### config.mk
export PLATFORM = sky130hd
export DESIGN_NAME = shift_ex_stage
export DESIGN_NICKNAME = d
export VERILOG_FILES = /design/src/rtl/shift_ex_stage.sv
export SDC_FILE = /design/constraint.sdc
export NUM_CORES = 1
export LEC_CHECK = 0
export BUFFER_PORTS_ARGS = -buffer_cell sky130_fd_sc_hd__buf_2
export CAP_MARGIN = 20
export CORE_UTILIZATION = 47
export CTS_CLUSTER_SIZE = 8
export DETAILED_ROUTE_END_ITERATION = 12
export HOLD_SLACK_MARGIN = 0.05
export PLACE_DENSITY = 0.73
export SYNTH_ARGS = -nofsm -noshare
export SYNTH_HDL_FRONTEND = slang
export SYNTH_SLANG_ARGS = --single-unit
export TNS_END_PERCENT = 100
### constraint.sdc
create_clock -name clk -period 3.4 [get_ports clk]
set_clock_uncertainty 0.15 [all_clocks]
set_input_delay 0.68 -clock clk [delete_from_list [all_inputs] [get_ports clk]]
set_output_delay 0.68 -clock clk [all_outputs]
set_load 0.1 [all_outputs]
### src/rtl/shift_ex_stage.sv
// Two-stage shift execute stage: S1 captures (forwarded) operands, S2 holds the shifted result.
// Valid/ready handshake on both sides, flush discards everything in flight.
module shift_ex_stage #(
    parameter int XLEN = 32
) (
    input  logic            clk,
    input  logic            rst,
    input  logic            in_valid,
    output logic            in_ready,
    input  logic [1:0]      in_op,
    input  logic            in_use_imm,
    input  logic [4:0]      in_imm,
    input  logic [XLEN-1:0] in_rs1,
    input  logic [XLEN-1:0] in_rs2,
    input  logic [4:0]      in_rs1_addr,
    input  logic [4:0]      in_rs2_addr,
    input  logic [4:0]      in_rd,
    input  logic            fwd_en,
    input  logic [4:0]      fwd_rd,
    input  logic [XLEN-1:0] fwd_data,
    input  logic            flush,
    output logic            out_valid,
    input  logic            out_ready,
    output logic [XLEN-1:0] out_data,
    output logic [4:0]      out_rd,
    output logic [15:0]     op_count
);

    localparam logic [1:0] OP_SLL  = 2'b00;
    localparam logic [1:0] OP_SRL  = 2'b01;
    localparam logic [1:0] OP_PASS = 2'b10;
    localparam logic [1:0] OP_SRA  = 2'b11;

    logic            s1Valid_q, s1Valid_d;
    logic [1:0]      s1Op_q, s1Op_d;
    logic [4:0]      s1Amt_q, s1Amt_d;
    logic [XLEN-1:0] s1Rs1_q, s1Rs1_d;
    logic [4:0]      s1Rd_q, s1Rd_d;

    logic            s2Valid_q, s2Valid_d;
    logic [XLEN-1:0] s2Data_q, s2Data_d;
    logic [4:0]      s2Rd_q, s2Rd_d;

    logic [15:0]     opCount_q, opCount_d;

    logic            s1Adv;
    logic            accept;
    logic [XLEN-1:0] rs1Sel;
    logic [XLEN-1:0] rs2Sel;
    logic [XLEN-1:0] shiftResult;

    // Register index 0 is hard-wired zero in the register file, so it never takes the bypass.
    always_comb begin
        rs1Sel = (fwd_en && (fwd_rd != 5'd0) && (fwd_rd == in_rs1_addr)) ? fwd_data : in_rs1;
        rs2Sel = (fwd_en && (fwd_rd != 5'd0) && (fwd_rd == in_rs2_addr)) ? fwd_data : in_rs2;
    end

    always_comb begin
        s1Adv    = s1Valid_q && (!s2Valid_q || out_ready);
        in_ready = !rst && !flush && (!s1Valid_q || s1Adv);
        accept   = in_valid && in_ready;
    end

    always_comb begin
        s1Valid_d = s1Valid_q;
        s1Op_d    = s1Op_q;
        s1Amt_d   = s1Amt_q;
        s1Rs1_d   = s1Rs1_q;
        s1Rd_d    = s1Rd_q;
        if (flush) begin
            s1Valid_d = 1'b0;
        end else if (accept) begin
            s1Valid_d = 1'b1;
            s1Op_d    = in_op;
            s1Amt_d   = in_use_imm ? in_imm : 5'(rs2Sel);
            s1Rs1_d   = rs1Sel;
            s1Rd_d    = in_rd;
        end else if (s1Adv) begin
            s1Valid_d = 1'b0;
        end
    end

    always_comb begin
        shiftResult = s1Rs1_q;
        case (s1Op_q)
            OP_SLL:  shiftResult = s1Rs1_q << s1Amt_q;
            OP_SRL:  shiftResult = s1Rs1_q >> s1Amt_q;
            OP_SRA:  shiftResult = $signed(s1Rs1_q) >>> s1Amt_q;
            OP_PASS: shiftResult = s1Rs1_q;
            default: shiftResult = s1Rs1_q;
        endcase
    end

    // S2 holds its contents while the memory stage stalls; a flush wins over any advance.
    always_comb begin
        s2Valid_d = s2Valid_q;
        s2Data_d  = s2Data_q;
        s2Rd_d    = s2Rd_q;
        if (flush) begin
            s2Valid_d = 1'b0;
        end else if (s1Adv) begin
            s2Valid_d = 1'b1;
            s2Data_d  = shiftResult;
            s2Rd_d    = s1Rd_q;
        end else if (out_ready) begin
            s2Valid_d = 1'b0;
        end
    end

    always_comb begin
        opCount_d = opCount_q;
        if (s2Valid_q && out_ready && !flush && (opCount_q != 16'hFFFF)) begin
            opCount_d = opCount_q + 16'd1;
        end
    end

    always_ff @(posedge clk or posedge rst) begin
        if (rst) begin
            s1Valid_q <= 1'b0;
            s1Op_q    <= 2'b00;
            s1Amt_q   <= 5'd0;
            s1Rs1_q   <= '0;
            s1Rd_q    <= 5'd0;
            s2Valid_q <= 1'b0;
            s2Data_q  <= '0;
            s2Rd_q    <= 5'd0;
            opCount_q <= 16'd0;
        end else begin
            s1Valid_q <= s1Valid_d;
            s1Op_q    <= s1Op_d;
            s1Amt_q   <= s1Amt_d;
            s1Rs1_q   <= s1Rs1_d;
            s1Rd_q    <= s1Rd_d;
            s2Valid_q <= s2Valid_d;
            s2Data_q  <= s2Data_d;
            s2Rd_q    <= s2Rd_d;
            opCount_q <= opCount_d;
        end
    end

    assign out_valid = s2Valid_q;
    assign out_data  = s2Data_q;
    assign out_rd    = s2Rd_q;
    assign op_count  = opCount_q;

endmodule
# After elaboration in Yosys (flattened, before gate mapping)
# Index checks and enable logic that the tools add are counted.
[totals] register_bits=99 latchBits=0 mem_bits_rw=0 mem_bits_ro=0 input_bits=130 output_inout_bits=55 word_cells=52 n_memories=0
[op_classes] n_addsub=1 mul=0 div=0 n_lt_le_gt_ge=0 n_eq_ne=6 n_shift=3 mux=10 bitwise_logic=1 reduce_logical=22
[ops] operator="case mux 32 bit (4 select lines)" count=1
[ops] operator="two-way mux 32 bit" count=1
[ops] operator="<< shifter 32 x 5 -> 32 bit" count=1
[ops] operator="right shift 32 x 5 -> 32 bit" count=1
[ops] operator=">>> shifter 32 x 5 -> 32 bit" count=1
[ops] operator="adder 16 x 1 -> 16 bit, second input constant" count=1
[ops] operator="!= test 16 bit, second input constant" count=1
[ops] operator="equality test 5 bit" count=2
[ops] operator="logical AND 1 bit" count=10
[ops] operator="two-way mux 5 bit" count=2
[ops] operator="two-way mux 1 bit" count=6
[ops] operator="nonzero test 3 bit" count=2
[ops] operator="nonzero test 5 bit" count=1
[ops] operator="equality test 2 bit, second input constant" count=2
[ops] operator="logical NOT 1 bit" count=4
[ops] operator="AND reduction 2 bit" count=2
[ops] operator="equality test 2 x 1 -> 1 bit, second input constant" count=1
[ops] operator="logical NOT 2 bit" count=1
[ops] operator="logical OR 1 bit" count=2
[ops] operator="NOT 1 bit" count=1

# Logic depth before layout (Yosys ltp)
# Gate-level depths: netlist of the first run.
[depth] word_depth=8 ltp_mapped=10 ltp_nobuf=7

# Worst setup path after synthesis of the first run
# Ideal clock, no wire load.
[synth_path] path_type="reg2reg" from="register s2Valid_q (netlist: out_valid)" to="register s1Rs1_q[26]" setup_time_ns=0.138 t_arrival_ns=4.446 required_time_ns=3.112 slack_ns=-1.333 stages_incl_launch_ff=8 n_path_buf=2 period_less_slack_ns=4.733 path_cell_list="dfrtp_1 > nor2b_1 > a211oi_1 > nand2_1 > buf_1 > clkbuf_1 > nand2_1 > o21ai_0"
[synth_via] elab_chain_len=7
[synth_lines] item="from (decl)" line_no="40" rtl="logic s2Valid_q, s2Valid_d;"
[synth_lines] item="from (signal assigned)" line_no="134" rtl="s2Valid_q <= s2Valid_d;"
[synth_lines] item="logical NOT 1 bit" line_no="59" rtl="s1Adv = s1Valid_q && (!s2Valid_q || out_ready);"
[synth_lines] item="logical OR 1 bit" line_no="59"
[synth_lines] item="logical AND 1 bit" line_no="59"
[synth_lines] item="logical OR 1 bit" line_no="60" rtl="in_ready = !rst && !flush && (!s1Valid_q || s1Adv);"
[synth_lines] item="logical AND 1 bit" line_no="60"
[synth_lines] item="via in_ready" line_no="9" rtl="output logic in_ready,"
[synth_lines] item="logical AND 1 bit" line_no="61" rtl="accept = in_valid && in_ready;"
[synth_lines] item="AND reduction 2 bit (no source line)"
[synth_lines] item="to (signal assigned)" line_no="132" rtl="s1Rs1_q <= s1Rs1_d;"
[synth_lines] item="to (decl)" line_no="37" rtl="logic [XLEN-1:0] s1Rs1_q, s1Rs1_d;"
# The timed path passes the listed nets, and every way through them passes these cells.
# A chain may end at the register's enable or synchronous reset.

# Final worst setup path of the first run
[layout_path] from="register s1Amt_q[2]" to="register s2Data_q[25] (netlist: out_data[25])"
[layout_via] elab_chain_len=2 elab_cells_between_ends=4 cone_classes="shift (3); mux (1)"
[layout_lines] item="from (decl)" line_no="36" rtl="logic [4:0] s1Amt_q, s1Amt_d;"
[layout_lines] item="from (signal assigned)" line_no="131" rtl="s1Amt_q <= s1Amt_d;"
[layout_lines] item=">>> shifter 32 x 5 -> 32 bit (tied with other cells)" line_no="88" rtl="OP_SRA: shiftResult = $signed(s1Rs1_q) >>> s1Amt_q;"
[layout_lines] item="case mux 32 bit (4 select lines) *" line_no="85" rtl="case (s1Op_q)"
[layout_lines] item="to (signal assigned)" line_no="135" rtl="s2Data_q <= s2Data_d;"
[layout_lines] item="to (decl)" line_no="41" rtl="logic [XLEN-1:0] s2Data_q, s2Data_d;"
# Mark *: on every way between the ends. The rest lies on a longest branch, timed or not.

==> PnR_summary.wiki, run 1 <==
{| class="wikitable"
! Metric !! Value
|-
| Clock tree from TritonCTS || built
|-
| Share of the synthesized area in compound gates (AO/OA/AOI/OAI) || 0.160
|-
| Cts bufs inserted || 9
|-
| Setup TNS after final layout || 0 ns
|-
| Longest Clk Path Bufs || 2
|-
| Class of the most critical hold timing path || primary input to asynchronous set/reset pin
|-
| RR Startpoint || s1Amt_q[2]$_DFFE_PP0P_
|-
| Multi-input gate area in the final layout || 0.00615 sq mm
|-
| Share of flip-flops with an asynchronous set or reset after synthesis || 1.00
|-
| Wire length per cell || 24.0 microns
|-
| Leakage power figure || 4.38 nW
|-
| Sequential area share after synthesis || 0.270
|-
| Via count of the first global-routing pass || 8249
|-
| Avg Synthesized Cell Area || 9.34 sq um
|-
| Core area || 0.0189 sq mm
|-
| EDFF count, synth || 0
|-
| Synth unique cells || 65
|-
| Final net count || 1237
|-
| Result of the run || complete, no violations
|-
| Post-CTS setup buffer count || 0
|-
| Least-Margin Pin Slew || 0.939 ns
|-
| Routed Antenna Nets || 0
|-
| Initial core utilization || 0.486
|-
| Count of warnings emitted by yosys || 0
|-
| DRC violations left || 0
|-
| Register Area || 0.00249 sq mm
|-
| Layout area overhead || 15.7%
|-
| Critical Path Source Type || flop
|-
| Peak Freq || 331 MHz
|-
| Peak fanout along the critical path || 27
|-
| Max-capacitance violation count || 0
|-
| Post-detailed-routing wire length || 32900 microns
|-
| Skew-Pair Late Insertion Delay || 0.37 ns
|-
| # hold bufs at CTS || 0
|-
| Pin count of the biggest net entering global routing || 58
|-
| Xor and xnor area share after synthesis || 0.0239
|-
| RSZ-0062 raised after global routing || false
|-
| Fin crit share || 0.888
|-
| Die outline height || 142 microns
|-
| Overflow left after global routing || 0
|-
| Std cell rows || 50
|-
| Required arrival time at the worst endpoint || 3.51 ns
|-
| Multiplexer share of the synthesized area || 0.332
|-
| Via density per instance || 6.52
|-
| Buffers on Ports || 157
|-
| Register bit total from synthesis || 99
|-
| Share of synthesized cell area in full adder, half adder and majority cells || 0.00136
|-
| Ant diodes || 0
|-
| Fraction of final layout cells with drive strength greater than 1 || 0.330
|-
| Final Max Tran Viols || 0
|-
| Ports || 185
|-
| Final Wtd Congestion || 1.04
|-
| Minimum period implied by the final worst setup slack || 3.02 ns
|-
| Iteration-0 DRC count of the detailed router || 1367
|-
| Total nets after synthesis || 1114
|-
| Synthesized netlist cell count || 983
|-
| Critical Setup Path Class || flop to flop
|-
| Post-Synthesis Cell Area || 0.00918 sq mm
|-
| Data arrival time of the critical path || 3.13 ns
|-
| Total via count after detailed routing || 8943
|-
| # setup viols final || 0
|-
| Most used flip-flop cell after synthesis || sky130_fd_sc_hd__dfrtp_1
|-
| Post-detailed-placement half-perimeter wirelength || 24600 microns
|-
| Category of the worst setup path capture point || flop
|-
| CTS Root Buffer Type || sky130_fd_sc_hd__clkbuf_16
|-
| Util after Layout || 0.562
|-
| Number of filler cells placed in the layout || 1743
|-
| Simple-Gate Fraction of Synth Area || 0.149
|-
| Register clock-pin slew on the reported worst setup and hold paths || 0.08 ns
|-
| Total track usage || 0.335
|-
| Worst vdd rail ir drop || 293 uV
|-
| Largest family of logic cells by synthesized area || multiplexers
|-
| Die span in x || 142 microns
|-
| Number of hold-slack violations in the final timing report || 0
|-
| Die ar. || 0.0201 sq mm
|-
| Startpoint of the worst setup timing path || s1Amt_q[2]$_DFFE_PP0P_
|-
| Pre-antenna DRT Iters || 7
|-
| Antenna violations before repair || 0
|-
| Deepest level of the CTS H-tree || 3
|-
| Wire length of the first global-routing pass || 50200 microns
|-
| Number of clock sinks seen by CTS || 99
|-
| Total power per unit cell area || 707 mW/mm^2
|-
| Worst slew margin || 0.374
|-
| Post-cts resize count || 0
|}
[report_power, final]
group	leakage, nW	internal (W)	switching [W]
Combinational	3.01	0.00152	0.00299
Sequential	1.22	0.00142	0.000488
Clock	0.152	0.000531	0.000568
[synthesized netlist by cell type (all sizes together) (3+ instances only)]
master,count,share of area
nand3,18,0.0098
a21oi,44,0.024
a221oi,13,0.012
o22a,5,0.0048
mux2i,82,0.089
mux2,39,0.048
o221ai,6,0.0057
and3,4,0.0027
or3,7,0.0048
nor3,22,0.013
nand2,123,0.050
nor4,6,0.0055
dfrtp,99,0.27
and4,3,0.0029
xnor2,18,0.017
o21ai,74,0.040
nand2b,10,0.0068
o22ai,4,0.0027
a22oi,7,0.0057
o21bai,3,0.0025
a31oi,15,0.010
xor2,7,0.0067
o31ai,3,0.0025
o311ai,6,0.0057
nor2,101,0.041
o32a,4,0.0044
clkbuf,68,0.028
and2,5,0.0034
buf,41,0.031
a21o,3,0.0025
a221o,4,0.0044
nor2b,3,0.0020
inv,10,0.0041
a211oi,7,0.0057
mux4,79,0.19
o211ai,13,0.011
[critical path: stages, from the launching register on]
cell	delay (ns)
sky130_fd_sc_hd__dfrtp_2	0.79
sky130_fd_sc_hd__buf_4	0.39
sky130_fd_sc_hd__mux2_2	0.41
sky130_fd_sc_hd__mux2i_1	0.16
sky130_fd_sc_hd__a21oi_1	0.12
sky130_fd_sc_hd__mux4_2	0.48
sky130_fd_sc_hd__and2_1	0.22
sky130_fd_sc_hd__o22a_1	0.18
[layout make-up]
class / instances / share of cell area
clock buffers: 9 / 0.0212
clock inverters: 7 / 0.00860
inverters: 10 / 0.00389
multi-input cells: 765 / 0.579
flip-flops and latches: 99 / 0.234
well taps: 260 / 0.0306
repair buffers: 221 / 0.123
[worst paths after layout]
path | end | slack (ns) | cells after the start
worst max-delay path | out_data[25]$_DFFE_PP0P_ | 0.38 | 7
worst min-delay path | out_valid$_DFFE_PP0P_ | 0.23 | 2
worst max register to register | out_data[25]$_DFFE_PP0P_ | 0.38 | 7
worst min register to register | out_rd[3]$_DFFE_PP0P_ | 0.32 | 2
max in group asynchronous | out_data[25]$_DFFE_PP0P_ | 2.17 | 3
min in group clk | out_rd[3]$_DFFE_PP0P_ | 0.32 | 2
[layer usage]
layer	wire, microns	share of wire	GRT usage	vias up
met2	14200	0.43	0.490	624
met3	3650	0.11	0.0672	114
li1	-	-	-	3935
met5	71	0.0022	0.0276	-
met1	13500	0.41	0.478	4268
met4	1430	0.043	0.144	2
[through the flow]
stage / setup WS (ns) / instances / hold WS, ns / power, W / area, sq um
floorplan: 0.254 / 983 / 0.283 / 0.00510 / 9190
global placement: 0.478 / 1355 / 0.291 / 0.00628 / 10300
detailed placement: 0.428 / 1355 / 0.303 / 0.00631 / 10300
CTS: 0.406 / 1371 / 0.244 / 0.00741 / 10600
global route: 0.314 / 1371 / 0.282 / 0.00778 / 10600
finish: 0.382 / 1371 / 0.232 / 0.00751 / 10600
[cell usage in the layout, fill, tap and decap left out, types with 18 or more instances in the layout]
master	count
sky130_fd_sc_hd__buf_2	157
sky130_fd_sc_hd__nand2_1	122
sky130_fd_sc_hd__nor2_1	100
sky130_fd_sc_hd__dfrtp_1	96
sky130_fd_sc_hd__mux2i_1	82
sky130_fd_sc_hd__mux4_2	77
sky130_fd_sc_hd__o21ai_0	73
sky130_fd_sc_hd__buf_4	61
sky130_fd_sc_hd__a21oi_1	44
sky130_fd_sc_hd__mux2_2	37
sky130_fd_sc_hd__nor3_1	21
sky130_fd_sc_hd__nand3_1	18
sky130_fd_sc_hd__xnor2_1	18
[flip-flops by register name, indices dropped and copies added (netlist names)]
name and count:
s1Valid_q 1, out_rd 5, s1Rd_q 5, s1Rs1_q 32, out_data 32, s1Amt_q 5, s1Op_q 2, out_valid 1
op_count 16
[logic make-up (layout without fill, tap and decap cells)]
logic type	count (synthesis)	count (layout)
compound gates	228	228
simple gates	311	311
buf+inv	119	247
xor+xnor	25	25
flops	99	99
fa+ha+maj	1	1
mux	200	200
(Power assumes the default switching activity.)
==> run 2: changes to the inputs <==
--- a/config.mk
+++ b/config.mk
@@ -5,9 +5,11 @@
 export SDC_FILE = /design/constraint.sdc
 export NUM_CORES = 1
 export LEC_CHECK = 0
+export ABC_AREA = 1
 export BUFFER_PORTS_ARGS = -buffer_cell sky130_fd_sc_hd__buf_2
-export CAP_MARGIN = 20
+export CAP_MARGIN = 15
 export CORE_UTILIZATION = 47
+export CTS_BUF_LIST = sky130_fd_sc_hd__clkbuf_4 sky130_fd_sc_hd__clkbuf_8 sky130_fd_sc_hd__clkbuf_16
 export CTS_CLUSTER_SIZE = 8
 export DETAILED_ROUTE_END_ITERATION = 12
 export HOLD_SLACK_MARGIN = 0.05
==> PnR_summary.wiki, run 2 <==
{| class="wikitable"
! Metric !! Value
|-
| Overflow left after global routing || 0 (unchanged)
|-
| Kind of cell adding the most delay to the critical path || simple AND/OR/NAND/NOR gates (was multiplexers)
|-
| Total stage count of the critical path || 6 (was 7)
|-
| CTS Root Buffer Type || sky130_fd_sc_hd__clkbuf_16 (unchanged)
|-
| # hold bufs at CTS || 0 (unchanged)
|-
| Antenna violations before repair || 0 (unchanged)
|-
| Worst vdd rail ir drop || 464 uV (was 293 uV)
|-
| Final Wtd Congestion || 1.04 (about the same)
|-
| Post-detailed-routing wire length || 30400 microns (was 32900 microns)
|-
| Number of buffers and inverters on the critical path || 1 (unchanged)
|-
| Via density per instance || 5.85 (was 6.52)
|-
| Number of hold-slack violations in the final timing report || 0 (unchanged)
|-
| Die span in x || 136 microns (was 142 microns)
|-
| Die ar. || 0.0186 sq mm (was 0.0201 sq mm)
|-
| WL met3 || 3130 microns (was 3650 microns)
|-
| Deepest level of the CTS H-tree || 3 (unchanged)
|-
| Wire length of the first global-routing pass || 47400 microns (was 50200 microns)
|-
| Largest family of logic cells by synthesized area || simple AND/OR/NAND/NOR gates (was multiplexers)
|-
| Sequence of cells on the critical path || inv_1 -> nor2_1 -> o21ai_0 -> o21bai_1 -> nand2_1 -> a31oi_1 (was buf_4 -> mux2_2 -> mux2i_1 -> a21oi_1 -> mux4_2 -> and2_1 -> o22a_1)
|-
| Most frequent cells after synthesis || sky130_fd_sc_hd__nand2_1, sky130_fd_sc_hd__nand3_1, sky130_fd_sc_hd__nor2_1 (was sky130_fd_sc_hd__nand2_1, sky130_fd_sc_hd__nor2_1, sky130_fd_sc_hd__dfrtp_1)
|-
| Routed metal-1 wire length || 12600 microns (was 13500 microns)
|-
| Share of the synthesized area in compound gates (AO/OA/AOI/OAI) || 0.133 (was 0.160)
|-
| Class of the most critical hold timing path || primary input to asynchronous set/reset pin (unchanged)
|-
| DRC violations left || 0 (unchanged)
|-
| Peak fanout along the critical path || 13 (was 27)
|-
| # setup viols final || 0 (unchanged)
|-
| Uppermost routed layer || met4 (was met5)
|-
| Required arrival time at the worst endpoint || 3.53 ns (was 3.51 ns)
|-
| Synth unique cells || 48 (was 65)
|-
| Total power per unit cell area || 669 mW/mm^2 (was 707 mW/mm^2)
|-
| Ant diodes || 0 (unchanged)
|-
| Synthesized netlist cell count || 1326 (was 983)
|-
| Skew-Pair Late Insertion Delay || 0.36 ns (was 0.37 ns)
|-
| Buffers on Ports || 157 (unchanged)
|-
| Post-Synthesis Cell Area || 0.00850 sq mm (was 0.00918 sq mm)
|-
| Pin count of the biggest net entering global routing || 72 (was 58)
|-
| Cts bufs inserted || 9 (unchanged)
|-
| Critical Setup Path Class || flop to flop (unchanged)
|-
| Longest Clk Path Bufs || 2 (unchanged)
|-
| Worst slew margin || 0.355 (was 0.374)
|-
| Power, Total || 0.00643 W (was 0.00751 W)
|-
| Clock tree from TritonCTS || built (unchanged)
|-
| Category of the worst setup path capture point || flop (unchanged)
|-
| Result of the run || complete, no violations (unchanged)
|-
| Leakage power figure || 4.80 nW (was 4.38 nW)
|-
| Fin crit share || 0.792 (was 0.888)
|-
| Post-detailed-placement half-perimeter wirelength || 23100 microns (was 24600 microns)
|-
| Ports || 185 (unchanged)
|-
| Post-CTS setup buffer count || 0 (unchanged)
|-
| Xor and xnor area share after synthesis || 0.0247 (was 0.0239)
|-
| Minimum period implied by the final worst setup slack || 2.69 ns (was 3.02 ns)
|-
| Util after Layout || 0.550 (was 0.562)
|-
| Cell with the largest stage delay on the worst path || sky130_fd_sc_hd__nor2_1 (was sky130_fd_sc_hd__dfrtp_2)
|-
| Final Hold Slack || 0.270 ns (was 0.232 ns)
|-
| Count of warnings emitted by yosys || 0 (unchanged)
|-
| Metal2 WL || 13200 microns (was 14200 microns)
|-
| Total via count after detailed routing || 9727 (was 8943)
|-
| Worst path max stage delay || 0.79 ns (about the same)
|-
| Avg Synthesized Cell Area || 6.41 sq um (was 9.34 sq um)
|-
| Layout area overhead || 13.1% (was 15.7%)
|-
| Reg2Reg Depth || 6 (was 7)
|-
| Most frequent cells in the layout || sky130_fd_sc_hd__nand2_1, sky130_fd_sc_hd__nand3_1, sky130_fd_sc_hd__buf_2, sky130_fd_sc_hd__nor2_1, sky130_fd_sc_hd__dfrtp_1 (was sky130_fd_sc_hd__buf_2, sky130_fd_sc_hd__nand2_1, sky130_fd_sc_hd__nor2_1, sky130_fd_sc_hd__dfrtp_1, sky130_fd_sc_hd__mux2i_1)
|-
| Wire length per cell || 18.3 microns (was 24.0 microns)
|-
| Critical Path Source Type || flop (unchanged)
|-
| Fraction of final layout cells with drive strength greater than 1 || 0.186 (was 0.330)
|-
| Area contributors post-synth || sky130_fd_sc_hd__dfrtp_1, sky130_fd_sc_hd__nand2_1, sky130_fd_sc_hd__nand3_1 (was sky130_fd_sc_hd__dfrtp_1, sky130_fd_sc_hd__mux4_2, sky130_fd_sc_hd__mux2i_1)
|-
| Total track usage || 0.336 (was 0.335)
|-
| Pre-antenna DRT Iters || 6 (was 7)
|-
| Sequential area share after synthesis || 0.292 (was 0.270)
|-
| Post-cts resize count || 0 (unchanged)
|-
| Simple-Gate Fraction of Synth Area || 0.447 (was 0.149)
|-
| Share of flip-flops with an asynchronous set or reset after synthesis || 1.00 (unchanged)
|-
| Std cell rows || 48 (was 50)
|-
| RSZ-0062 raised after global routing || false (unchanged)
|-
| Via count of the first global-routing pass || 8671 (was 8249)
|-
| Number of clock sinks seen by CTS || 99 (unchanged)
|-
| Most used flip-flop cell after synthesis || sky130_fd_sc_hd__dfrtp_1 (unchanged)
|-
| Die outline height || 136 microns (was 142 microns)
|-
| Synth top area share || 0.292 (was 0.270)
|-
| EDFF count, synth || 0 (unchanged)
|-
| Share of synthesized cell area in full adder, half adder and majority cells || 0.00147 (was 0.00136)
|-
| Data arrival time of the critical path || 2.82 ns (was 3.13 ns)
|-
| Initial core utilization || 0.486 (about the same)
|-
| Final Max Tran Viols || 0 (unchanged)
|-
| Max-capacitance violation count || 0 (unchanged)
|-
| Iteration-0 DRC count of the detailed router || 1247 (was 1367)
|-
| Register clock-pin slew on the reported worst setup and hold paths || 0.08 ns (about the same)
|-
| Routed Antenna Nets || 0 (unchanged)
|-
| Multiplexer share of the synthesized area || 0.0124 (was 0.332)
|-
| Least-Margin Pin Slew || 0.964 ns (was 0.939 ns)
|-
| Peak Freq || 372 MHz (was 331 MHz)
|-
| Final net count || 1564 (was 1237)
|-
| Leading cell type by number of instances after synthesis || sky130_fd_sc_hd__nand2_1 (unchanged)
|-
| Core area || 0.0175 sq mm (was 0.0189 sq mm)
|-
| Setup TNS after final layout || 0 ns (unchanged)
|-
| Most common cell after layout, fill and taps aside || sky130_fd_sc_hd__nand2_1 (was sky130_fd_sc_hd__buf_2)
|-
| Total nets after synthesis || 1457 (was 1114)
|-
| Register bit total from synthesis || 99 (unchanged)
|-
| Area leader, netlist || sky130_fd_sc_hd__dfrtp_1 (unchanged)
|}
[run 2: cell types whose count changed after synthesis, sizes merged, moves of 23 or more]
cell	delta
nand2	+273
mux2	-39
nand3	+262
mux4	-79
clkbuf	-50
inv	+65
buf	+23
mux2i	-74
[run 2: through the flow]
step                      cell area [sq um]  worst slack [ns]  std cells
after global routing                   9610             0.667       1663
final                                  9610             0.709       1663
after detailed placement               9320             0.849       1647
after floorplan                        8500             0.726       1326
after CTS                              9610             0.855       1663
after global placement                 9320             0.907       1647
[run 2: routing by layer]
layer / up-vias / track usage
li1: 4643 / -
met1: 4362 / 0.466
met2: 630 / 0.500
met3: 92 / 0.0593
met4: 0 / 0.169
met5: - / 0
[run 2: worst paths after layout]
kind	from	slack (ns)	endpoint
hold reg to reg	s1Rd_q[4]$_DFFE_PP0P_	0.33	out_rd[4]$_DFFE_PP0P_
min in group clk	s1Rd_q[4]$_DFFE_PP0P_	0.33	out_rd[4]$_DFFE_PP0P_
setup / recovery	s1Op_q[0]$_DFFE_PP0P_	0.71	out_data[15]$_DFFE_PP0P_
setup reg to reg	s1Op_q[0]$_DFFE_PP0P_	0.71	out_data[15]$_DFFE_PP0P_
hold / removal	rst	0.27	s1Rd_q[1]$_DFFE_PP0P_
max in group asynchronous	rst	2.11	s1Amt_q[1]$_DFFE_PP0P_
[run 2: layout make-up]
type	instances	area (sq um)
clock buffer	10	233
clock inverter	6	58.8
fill	1719	7870
inverter	77	300
multi-input combinational	1068	5260
sequential	99	2480
tap	225	282
timing repair buffer	178	993
[run 2: logic make-up (layout without fill, tap and decap cells)]
| logic type | Yosys count | count (layout) |
|---|---|---|
| buffers and inverters | 159 | 271 |
| adders and majority gates | 1 | 1 |
| muxes | 8 | 8 |
| AOI/OAI and AO/OA | 189 | 189 |
| DFF | 99 | 99 |
| and+or+nand+nor | 846 | 846 |
| xor gates and xnor gates | 24 | 24 |
[run 2: worst reg2reg max path, cell delays in order, from the launching register on]
cell,delay [ns]
sky130_fd_sc_hd__dfrtp_1,0.62
sky130_fd_sc_hd__inv_1,0.28
sky130_fd_sc_hd__nor2_1,0.79
sky130_fd_sc_hd__o21ai_0,0.21
sky130_fd_sc_hd__o21bai_1,0.34
sky130_fd_sc_hd__nand2_1,0.10
sky130_fd_sc_hd__a31oi_1,0.13
[run 2: where the power goes]
part | switching [W] | internal, W | total [W]
Combinational | 0.00281 | 0.000901 | 0.00371
Sequential | 0.000268 | 0.00141 | 0.00168
Clock | 0.000514 | 0.000524 | 0.00104
==> run 3: changes to the inputs <==
==> constraint.sdc (replaced) <==
create_clock -name clk -period 2.2 [get_ports clk]
set_clock_uncertainty 0.15 [all_clocks]
set_input_delay 0.44 -clock clk [delete_from_list [all_inputs] [get_ports clk]]
set_output_delay 0.44 -clock clk [all_outputs]
set_load 0.1 [all_outputs]
==> PnR_summary.wiki, run 3 (synthesis gave the netlist of run 2 again) <==
{| class="wikitable"
! Metric !! Value
|-
| Ports || 185 (unchanged)
|-
| Wire length per cell || 18.4 microns (was 18.3 microns)
|-
| Worst setup margin || 0.0574 ns (was 0.709 ns)
|-
| Pre-antenna DRT Iters || 6 (unchanged)
|-
| Die ar. || 0.0186 sq mm (unchanged)
|-
| Ant diodes || 0 (unchanged)
|-
| # hold bufs at CTS || 0 (unchanged)
|-
| Most common cell after layout, fill and taps aside || sky130_fd_sc_hd__nand2_1 (unchanged)
|-
| Fin crit share || 0.974 (was 0.792)
|-
| Skew-Pair Late Insertion Delay || 0.37 ns (was 0.36 ns)
|-
| Least-Margin Pin Slew || 0.552 ns (was 0.964 ns)
|-
| Cell total after placement || 1714 (was 1647)
|-
| Data arrival time of the critical path || 2.26 ns (was 2.82 ns)
|-
| RSZ-0062 raised after global routing || true (was false)
|-
| Via density per instance || 5.82 (was 5.85)
|-
| Number of filler cells placed in the layout || 1638 (was 1719)
|-
| Die outline height || 136 microns (unchanged)
|-
| Final Wtd Congestion || 0.977 (was 1.04)
|-
| Max-capacitance violation count || 0 (unchanged)
|-
| Deepest level of the CTS H-tree || 3 (unchanged)
|-
| Class of the most critical hold timing path || primary input to asynchronous set/reset pin (unchanged)
|-
| Initial core utilization || 0.486 (unchanged)
|-
| Required arrival time at the worst endpoint || 2.32 ns (was 3.53 ns)
|-
| Peak fanout along the critical path || 7 (was 13)
|-
| Longest Clk Path Bufs || 2 (unchanged)
|-
| Critical Setup Path Class || flop to flop (unchanged)
|-
| Cts bufs inserted || 9 (unchanged)
|-
| DRC violations left || 0 (unchanged)
|-
| # setup viols final || 0 (unchanged)
|-
| Overflow left after global routing || 0 (unchanged)
|-
| Pin count of the biggest net entering global routing || 100 (was 72)
|-
| Minimum period implied by the final worst setup slack || 2.14 ns (was 2.69 ns)
|-
| Clock tree from TritonCTS || built (unchanged)
|-
| Number of clock sinks seen by CTS || 99 (unchanged)
|-
| Layout area overhead || 23.5% (was 13.1%)
|-
| Util after Layout || 0.601 (was 0.550)
|-
| Fraction of final layout cells with drive strength greater than 1 || 0.256 (was 0.186)
|-
| Worst slew margin || 0.632 (was 0.355)
|-
| Iteration-0 DRC count of the detailed router || 1354 (was 1247)
|-
| Result of the run || complete, no violations (unchanged)
|-
| Post-detailed-placement half-perimeter wirelength || 24600 microns (was 23100 microns)
|-
| Via count of the first global-routing pass || 8984 (was 8671)
|-
| Post-detailed-routing wire length || 32000 microns (was 30400 microns)
|-
| Total via count after detailed routing || 10120 (was 9727)
|-
| Leakage power figure || 5.25 nW (was 4.80 nW)
|-
| Antenna violations before repair || 0 (unchanged)
|-
| Core area || 0.0175 sq mm (unchanged)
|-
| Total track usage || 0.347 (was 0.336)
|-
| Critical Path Source Type || flop (unchanged)
|-
| Worst Setup Slack post-DPL || 0.0322 ns (was 0.849 ns)
|-
| Total power per unit cell area || 1020 mW/mm^2 (was 669 mW/mm^2)
|-
| Peak Freq || 467 MHz (was 372 MHz)
|-
| Register clock-pin slew on the reported worst setup and hold paths || 0.08 ns (about the same)
|-
| CTS Root Buffer Type || sky130_fd_sc_hd__clkbuf_16 (unchanged)
|-
| Most frequent cells in the layout || sky130_fd_sc_hd__nand2_1, sky130_fd_sc_hd__nand3_1, sky130_fd_sc_hd__buf_2, sky130_fd_sc_hd__nor2_1, sky130_fd_sc_hd__dfrtp_1 (unchanged)
|-
| Final Max Tran Viols || 0 (unchanged)
|-
| Buffers on Ports || 157 (unchanged)
|-
| Final net count || 1639 (was 1564)
|-
| Worst vdd rail ir drop || 787 uV (was 464 uV)
|-
| Number of hold-slack violations in the final timing report || 0 (unchanged)
|-
| Die span in x || 136 microns (unchanged)
|-
| Final cell count without fillers || 1738 (was 1663)
|-
| Routed Antenna Nets || 0 (unchanged)
|-
| Std cell rows || 48 (unchanged)
|-
| Category of the worst setup path capture point || flop (unchanged)
|-
| Wire length of the first global-routing pass || 48700 microns (was 47400 microns)
|}
-- run 3: cell count changes in the layout (fill, tap and decap cells not counted), sizes merged --
cell      delta
buf         +73
bufinv       +1
clkbuf       -1
clkinvlp     +1
inv          +1
-- run 3: timing repair --
item | in CTS | in global routing
cloned | 0 | 2
endpoints found under the setup margin | 1 | 52
pin swaps | 0 | 8
buffers inserted | 0 | 6
resized for setup | 1 | 46
-- run 3: area by class of cell --
cell class	instances	area, sq um	share of cell area
multi-input cells	1068	5380	0.512
flip-flops and latches	99	2490	0.237
repair buffers	251	1700	0.162
inverters	77	312	0.0297
well taps	225	282	0.0268
clock buffers	9	225	0.0215
clock inverters	7	91.3	0.00870
repair inverters	2	20.0	0.00191
-- run 3: per-layer routing --
metal / global-route usage / routed length [microns]
met1: 0.475 / 13400
met2: 0.523 / 13900
met3: 0.0638 / 3240
met4: 0.170 / 1540
met5: 0 / 0
-- run 3: worst max-delay path, cell delays in order, from the launching register on --
cell and delay (ns):
sky130_fd_sc_hd__dfrtp_2 0.55, sky130_fd_sc_hd__clkinv_8 0.14, sky130_fd_sc_hd__buf_4 0.18, sky130_fd_sc_hd__nand2_4 0.06, sky130_fd_sc_hd__o21ai_2 0.09, sky130_fd_sc_hd__and2_1 0.17
sky130_fd_sc_hd__nand2_2 0.07, sky130_fd_sc_hd__nand3_2 0.09, sky130_fd_sc_hd__nand3_1 0.11, sky130_fd_sc_hd__nand2_1 0.07, sky130_fd_sc_hd__inv_2 0.07, sky130_fd_sc_hd__nand4_1 0.15
sky130_fd_sc_hd__nand2_1 0.11, sky130_fd_sc_hd__inv_1 0.04
-- run 3: path summary, 6_finish.rpt --
check | to | cells after the start | startpoint | slack [ns]
max | out_data[13]$_DFFE_PP0P_ | 13 | s1Amt_q[0]$_DFFE_PP0P_ | 0.06
min | op_count[6]$_DFFE_PP0P_ | 3 | rst | 0.03
max reg2reg | out_data[13]$_DFFE_PP0P_ | 13 | s1Amt_q[0]$_DFFE_PP0P_ | 0.06
min reg2reg | op_count[7]$_DFFE_PP0P_ | 1 | op_count[7]$_DFFE_PP0P_ | 0.33
max in group asynchronous | s1Amt_q[2]$_DFFE_PP0P_ | 3 | rst | 1.38
min in group clk | s1Rd_q[4]$_DFFE_PP0P_ | 3 | in_rd[4] | 0.12
-- run 3: where the power goes --
group / internal [W] / switching, W
sequential: 0.00219 / 0.000404
combinational: 0.00180 / 0.00455
clock: 0.000913 / 0.000825
total: 0.00491 / 0.00578
-- run 3: metrics by stage --
step                      power [W]  hold slack [ns]  area (sq um)  setup TNS [ns]
after CTS                    0.0104            0.106         10300               0
after detailed placement    0.00869            0.312          9960               0
after global routing         0.0112            0.129         10500          -0.320
after floorplan             0.00697            0.299          8570           -9.86
after global placement      0.00865            0.304          9960               0
final                        0.0107           0.0313         10500               0
